### config.mk
export PLATFORM = sky130hd
export DESIGN_NAME = fetch_stage
export DESIGN_NICKNAME = d
export VERILOG_FILES = /design/src/rtl/riscv_pkg.sv /design/src/rtl/fetch_buffer.sv /design/src/rtl/fetch_stage.sv
export SDC_FILE = /design/constraint.sdc
export NUM_CORES = 1
export LEC_CHECK = 0
export CAP_MARGIN = 10
export CELL_PAD_IN_SITES_DETAIL_PLACEMENT = 0
export CELL_PAD_IN_SITES_GLOBAL_PLACEMENT = 1
export CORE_ASPECT_RATIO = 1.4
export CORE_MARGIN = 5
export CORE_UTILIZATION = 39
export CTS_BUF_LIST = sky130_fd_sc_hd__clkbuf_16
export CTS_CLUSTER_DIAMETER = 40
export DETAILED_ROUTE_END_ITERATION = 10
export PLACE_DENSITY_LB_ADDON = 0.25
export SLEW_MARGIN = 20
export SYNTH_ARGS = -nofsm -noshare
export SYNTH_HDL_FRONTEND = slang
export SYNTH_SLANG_ARGS = --single-unit
### constraint.sdc
create_clock -name clk -period 7.2 [get_ports clk]
set_input_delay 1.44 -clock clk [delete_from_list [all_inputs] [get_ports clk]]
set_output_delay 1.44 -clock clk [all_outputs]
set_load 0.01 [all_outputs]
### src/rtl/riscv_pkg.sv
// Shared fetch-path types: PC/instruction widths, fetch FSM states,
// and the {pc, instr, misalign} bundle carried from fetch to decode.
package riscv_pkg;

    localparam int unsigned XLEN = 64;
    localparam int unsigned ILEN = 32;

    localparam logic [XLEN-1:0] RESET_PC_DEF = '0;

    typedef enum logic [1:0] {
        BOOT,
        FETCH,
        MISS,
        FULL
    } fetch_state_e;

    typedef struct packed {
        logic [XLEN-1:0] pc;
        logic [ILEN-1:0] instr;
        logic            misalign;
    } fetch_entry_t;

    // Redirect targets are forced onto a word boundary.
    function automatic logic [XLEN-1:0] align_pc(
        input logic [XLEN-1:0] pc
    );
        return {pc[XLEN-1:2], 2'b00};
    endfunction

endpackage

### src/rtl/fetch_buffer.sv
// Small FIFO of fetch entries between the PC/cache side and decode.
// Same-cycle push and pop are allowed; a pop frees room for a push.
module fetch_buffer
    import riscv_pkg::*;
#(
    parameter int unsigned DEPTH = 2
) (
    input  logic         clk,
    input  logic         reset,
    input  logic         push_i,
    input  logic         pop_i,
    input  logic         flush_i,
    input  fetch_entry_t data_i,
    output fetch_entry_t data_o,
    output logic         full_o,
    output logic         empty_o
);

    localparam int unsigned AW = $clog2(DEPTH);
    localparam int unsigned CW = AW + 1;

    fetch_entry_t  mem_q [DEPTH];
    logic [AW-1:0] wr_ptr_q;
    logic [AW-1:0] rd_ptr_q;
    logic [CW-1:0] cnt_q;
    logic          do_push;
    logic          do_pop;

    assign empty_o = (cnt_q == '0);
    assign full_o  = (cnt_q == CW'(DEPTH));
    assign do_pop  = pop_i & ~empty_o;
    assign do_push = push_i & (~full_o | do_pop);
    assign data_o  = mem_q[rd_ptr_q];

    // Pointer and occupancy tracking; flush drops everything at once.
    always_ff @(posedge clk) begin
        if (reset || flush_i) begin
            wr_ptr_q <= '0;
            rd_ptr_q <= '0;
            cnt_q    <= '0;
        end else begin
            if (do_push) begin
                wr_ptr_q <= wr_ptr_q + 1'b1;
            end
            if (do_pop) begin
                rd_ptr_q <= rd_ptr_q + 1'b1;
            end
            case ({do_push, do_pop})
                2'b10:   cnt_q <= cnt_q + 1'b1;
                2'b01:   cnt_q <= cnt_q - 1'b1;
                default: cnt_q <= cnt_q;
            endcase
        end
    end

    // Entry storage; no reset needed since empty gates the outputs.
    always_ff @(posedge clk) begin
        if (do_push && !flush_i && !reset) begin
            mem_q[wr_ptr_q] <= data_i;
        end
    end

endmodule

### src/rtl/fetch_stage.sv
// Fetch front end: owns the PC, talks to the instruction cache and
// hands {pc, instr, misalign} to decode over a valid/ready handshake.
module fetch_stage
    import riscv_pkg::*;
#(
    parameter logic [XLEN-1:0] RESET_PC  = RESET_PC_DEF,
    parameter int unsigned     BUF_DEPTH = 2
) (
    input  logic            clk,
    input  logic            reset,
    output logic [XLEN-1:0] icache_pc,
    input  logic            icache_r,
    input  logic [ILEN-1:0] icache_instr,
    input  logic            redirect_valid,
    input  logic [XLEN-1:0] redirect_pc,
    output logic            fe_valid,
    input  logic            fe_ready,
    output logic [XLEN-1:0] fe_pc,
    output logic [ILEN-1:0] fe_instr,
    output logic            fe_misalign,
    output logic [31:0]     miss_cycles
);

    fetch_state_e    state_q, state_d;
    logic [XLEN-1:0] pc_q, pc_d;
    logic            mis_q, mis_d;
    logic [31:0]     miss_q, miss_d;

    logic            push;
    logic            pop;
    logic            can_push;
    logic            buf_full;
    logic            buf_empty;
    fetch_entry_t    wr_entry;
    fetch_entry_t    head;

    assign icache_pc = pc_q;
    assign pop       = fe_valid & fe_ready;
    assign can_push  = ~buf_full | pop;

    assign wr_entry.pc       = pc_q;
    assign wr_entry.instr    = icache_instr;
    assign wr_entry.misalign = mis_q;

    fetch_buffer #(
        .DEPTH (BUF_DEPTH)
    ) u_buf (
        .clk     (clk),
        .reset   (reset),
        .push_i  (push),
        .pop_i   (pop),
        .flush_i (redirect_valid),
        .data_i  (wr_entry),
        .data_o  (head),
        .full_o  (buf_full),
        .empty_o (buf_empty)
    );

    // Outputs read as zero whenever nothing is being presented.
    assign fe_valid    = ~buf_empty;
    assign fe_pc       = buf_empty ? '0 : head.pc;
    assign fe_instr    = buf_empty ? '0 : head.instr;
    assign fe_misalign = buf_empty ? 1'b0 : head.misalign;
    assign miss_cycles = miss_q;

    // Next-state: capture on hit when room exists, redirect wins.
    always_comb begin
        state_d = state_q;
        pc_d    = pc_q;
        mis_d   = mis_q;
        miss_d  = miss_q;
        push    = 1'b0;

        if (state_q == MISS && miss_q != '1) begin
            miss_d = miss_q + 1'b1;
        end

        unique case (state_q)
            BOOT: begin
                state_d = FETCH;
            end
            FETCH, MISS: begin
                if (icache_r) begin
                    if (can_push) begin
                        push    = 1'b1;
                        pc_d    = pc_q + XLEN'(4);
                        mis_d   = 1'b0;
                        state_d = FETCH;
                    end else begin
                        state_d = FULL;
                    end
                end else begin
                    state_d = MISS;
                end
            end
            FULL: begin
                if (pop) begin
                    state_d = FETCH;
                end
            end
            default: begin
                state_d = BOOT;
            end
        endcase

        if (redirect_valid) begin
            push    = 1'b0;
            pc_d    = align_pc(redirect_pc);
            mis_d   = |redirect_pc[1:0];
            state_d = FETCH;
        end
    end

    // PC, FSM, misalign flag and miss counter registers.
    always_ff @(posedge clk) begin
        if (reset) begin
            state_q <= BOOT;
            pc_q    <= RESET_PC;
            mis_q   <= 1'b0;
            miss_q  <= '0;
        end else begin
            state_q <= state_d;
            pc_q    <= pc_d;
            mis_q   <= mis_d;
            miss_q  <= miss_d;
        end
    end

endmodule
==> impl_metrics.tcl <==
set metrics [dict create \
    status "completed" \
    netlist_area_um2 12500 \
    finalSetupTns_ns 0 \
    synth_fa_ha_area_share_pct 0.499 \
    met2WireLength_mm 17.6 \
    drtIter0Drc 415 \
    drv_slew 0 \
    worstPathRequired_ns 5.76 \
    synth_compound_area_share_pct 5.19 \
    path_class "reg2out" \
    drt_first_pass_iters 5 \
    port_buffers 290 \
    cp_slowest_cell "dfxtp_4" \
    nets 1452 \
    rsz0062_at_grt "false" \
    grt_pass1_vias 9286 \
    final_common_cell "clkdlybuf4s50_1" \
    slew_headroom_pct 29.1 \
    met3_length_mm 2.30 \
    hold_violations 0 \
    maxCapViolCount 0 \
    worstPathCellList "buf_4 > mux2i_1 > nor2_1 > clkdlybuf4s50_1" \
    die_h_um 222 \
    path_buf_inv 2 \
    postCtsResizedCells 0 \
    wl_per_cell_um 19.1 \
    skew_ns 0.0132 \
    cts_setup_buffers 0 \
    crit_family "buffers and inverters" \
    place_congestion 0.797 \
    initial_core_util_pct 39.6 \
    holdPathStages 0 \
    grt_pass1_wl_mm 52.5 \
    grt_antenna_before_repair 2 \
    cpPeakStageDelay_ns 1.00 \
    synthCells 1065 \
    dpl.hpwl_mm 23.8 \
    grt_usage_pct 18.5 \
    clock_path_buffers 3 \
    yosys_warnings 0 \
    p_int_uw 2960 \
    numCtsBuffers 35 \
    vias_per_cell 5.12 \
    cts.htree.levels 2 \
    critPathMaxFanout 59 \
    pwr-share-comb_pct 6.9 \
    worstMarginPinSlew_ns 1.06 \
    drc 0 \
    row_count 77 \
    cp-end-kind "primary output" \
    fin_hold_ws_ns 0.479 \
    yosys.area_share.simple_pct 16.4 \
    die_w_um 162 \
    die_area_um2 35900 \
    synth-seq-area-share_pct 61.8 \
    hp-class "reg2reg" \
    cp-start-kind "register" \
    synth_top_family_by_area "simple AND/OR/NAND/NOR gates" \
    switchingPower_uw 837 \
    drive_gt1_share_pct 5.98 \
    period_minus_slack_ns 4.66 \
    synth_ff_type "edfxtp_1" \
    synth_cell_type_count 54 \
    power_frac_seq_pct 49.5 \
    route.top_layer_used "met5" \
    num_vias 9051 \
    p_clk_share_pct 43.7 \
    worstPathArrival_ns 3.22 \
    cp_num_cells 4 \
    async_flop_share_pct 0 \
    max_freq_mhz 214 \
    worst_r2r_path_depth 6 \
    switching_share_pct 22.0 \
    gr-total-overflow 0 \
    synthXorXnorAreaFrac_pct 5.31 \
    ios 295 \
    routed_wl_mm 33.8 \
    ir_drop_mv 0.163 \
    power_leakage_uw 0.00551 \
    grt_start_max_net_pins 90 \
    fillers 2759 \
    setup_viol 0 \
    clockRootBuffer "clkbuf_16" \
    synth_edf_count 190 \
    finalPower_uw 3800 \
    powerDensity_nw_per_um2 225 \
    cts_tree "built" \
    cts_hold_buf 0 \
    cts.sinks 292 \
    synth-seq-cells 292 \
    clkTransAtPathRegs_ns 0.06 \
    m1WireLength_mm 13.3 \
    worstSkewPairLatency_ns 0.51 \
    areaGrowthSynthToFinish_pct 34.8 \
    timing.final.crit_share_pct 64.8 \
    antenna_left 0 \
    avgSynthCellArea_um2 11.8 \
    core-area_um2 31700 \
    final_cell_mix "289 x clkdlybuf4s50_1, 202 x nor2_1, 190 x edfxtp_1" \
    synthMuxAreaShare_pct 8.54 \
]
## per-layer routing
metal,up-vias,global-route usage [%]
met4,2,4.93
met2,259,33.7
li1,4435,-
met1,4317,21.1
met5,-,0
met3,38,5.14
## power by group through the flow
stage / sequential (µW) / clock [µW] / combinational, µW
final: 1880 / 1660 / 260
after CTS: 1880 / 1700 / 266
after detailed placement: 1920 / 0 / 264
after global placement: 1910 / 0 / 263
after global routing: 1890 / 1770 / 282
after floorplan: 1910 / 0 / 99.1
## cell type report
class | count | area [µm²] | share of cell area, %
Antenna cell | 1 | 2.50 | 0.0148
Clock buffer | 38 | 951 | 5.63
Clock inverter | 25 | 158 | 0.933
Inverter | 11 | 43.8 | 0.259
Multi-Input combinational cell | 708 | 4540 | 26.9
Sequential cell | 292 | 7750 | 45.9
Tap cell | 395 | 494 | 2.92
Timing Repair Buffer | 298 | 2960 | 17.5
## worst paths after layout
path | start | end | slack (ns)
max reg2reg | state_q[0] | u_buf.mem_q[0][27] | 3.97
max | register | fe_pc[3] | 2.54
min reg2reg | mis_q | u_buf.mem_q[0][0] | 0.48
min | mis_q | u_buf.mem_q[0][0] | 0.48
## per-stage QoR
stage | utilization, % | cells | instance area [µm²] | setup WS [ns]
finish | 53.3 | 1768 | 16900 | 2.54
global route | 53.3 | 1767 | 16900 | 2.33
CTS | 53.3 | 1767 | 16900 | 2.49
detailed placement | 49.8 | 1704 | 15800 | 2.44
global placement | 49.8 | 1704 | 15800 | 2.56
floorplan | - | 1068 | 12600 | 0.567
## cells by family after synthesis
group / after synthesis
and+or+nand+nor: 422
other: 1
buffers and inverters: 68
AOI/OAI and AO/OA: 94
xor gates and xnor gates: 76
adders and majority gates: 5
DFF: 292
muxes: 107
## worst reg2reg max path, cell delays in order (launching register included)
cell	delay [ns]
dfxtp_1	0.35
inv_1	0.05
ha_1	0.35
nor2_1	0.46
nand2_1	0.20
nor2_4	0.80
buf_4	0.62
## Yosys cell counts, types with 2 or more instances
library cell / count / area (µm²)
and3_1: 15 / 93.8
nor4_2: 2 / 25.0
nor3_2: 5 / 50.1
nand4_1: 27 / 169
nor3b_1: 2 / 15.0
dfxtp_1: 102 / 2040
or4_1: 2 / 15.0
inv_1: 11 / 41.3
nor4_1: 5 / 31.3
and4_1: 8 / 70.1
buf_1: 14 / 52.6
clkbuf_1: 35 / 131
edfxtp_1: 190 / 5710
mux2i_1: 107 / 1070
o211ai_1: 2 / 15.0
nand4b_1: 2 / 17.5
a311oi_1: 13 / 114
or3_1: 17 / 106
buf_4: 4 / 30.0
nand2_1: 55 / 206
nor3_1: 21 / 105
a31oi_1: 5 / 31.3
nand3_1: 35 / 175
o21ai_0: 19 / 95.1
buf_2: 3 / 15.0
ha_1: 5 / 62.6
a211oi_1: 33 / 248
xor2_1: 37 / 324
a21oi_1: 16 / 80.1
xnor2_1: 39 / 342
and2_1: 7 / 43.8
nand4_2: 2 / 25.0
nor2_1: 204 / 766
## registers in the layout, summed over array words and instances (netlist names), named ones only
signal,flops
miss_cycles,32
u_buf.mem_q,190
u_buf.rd_ptr_q,1
u_buf.wr_ptr_q,1
icache_pc,62
mis_q,1
u_buf.cnt_q,2
state_q,2
(Power assumes the default switching activity.)
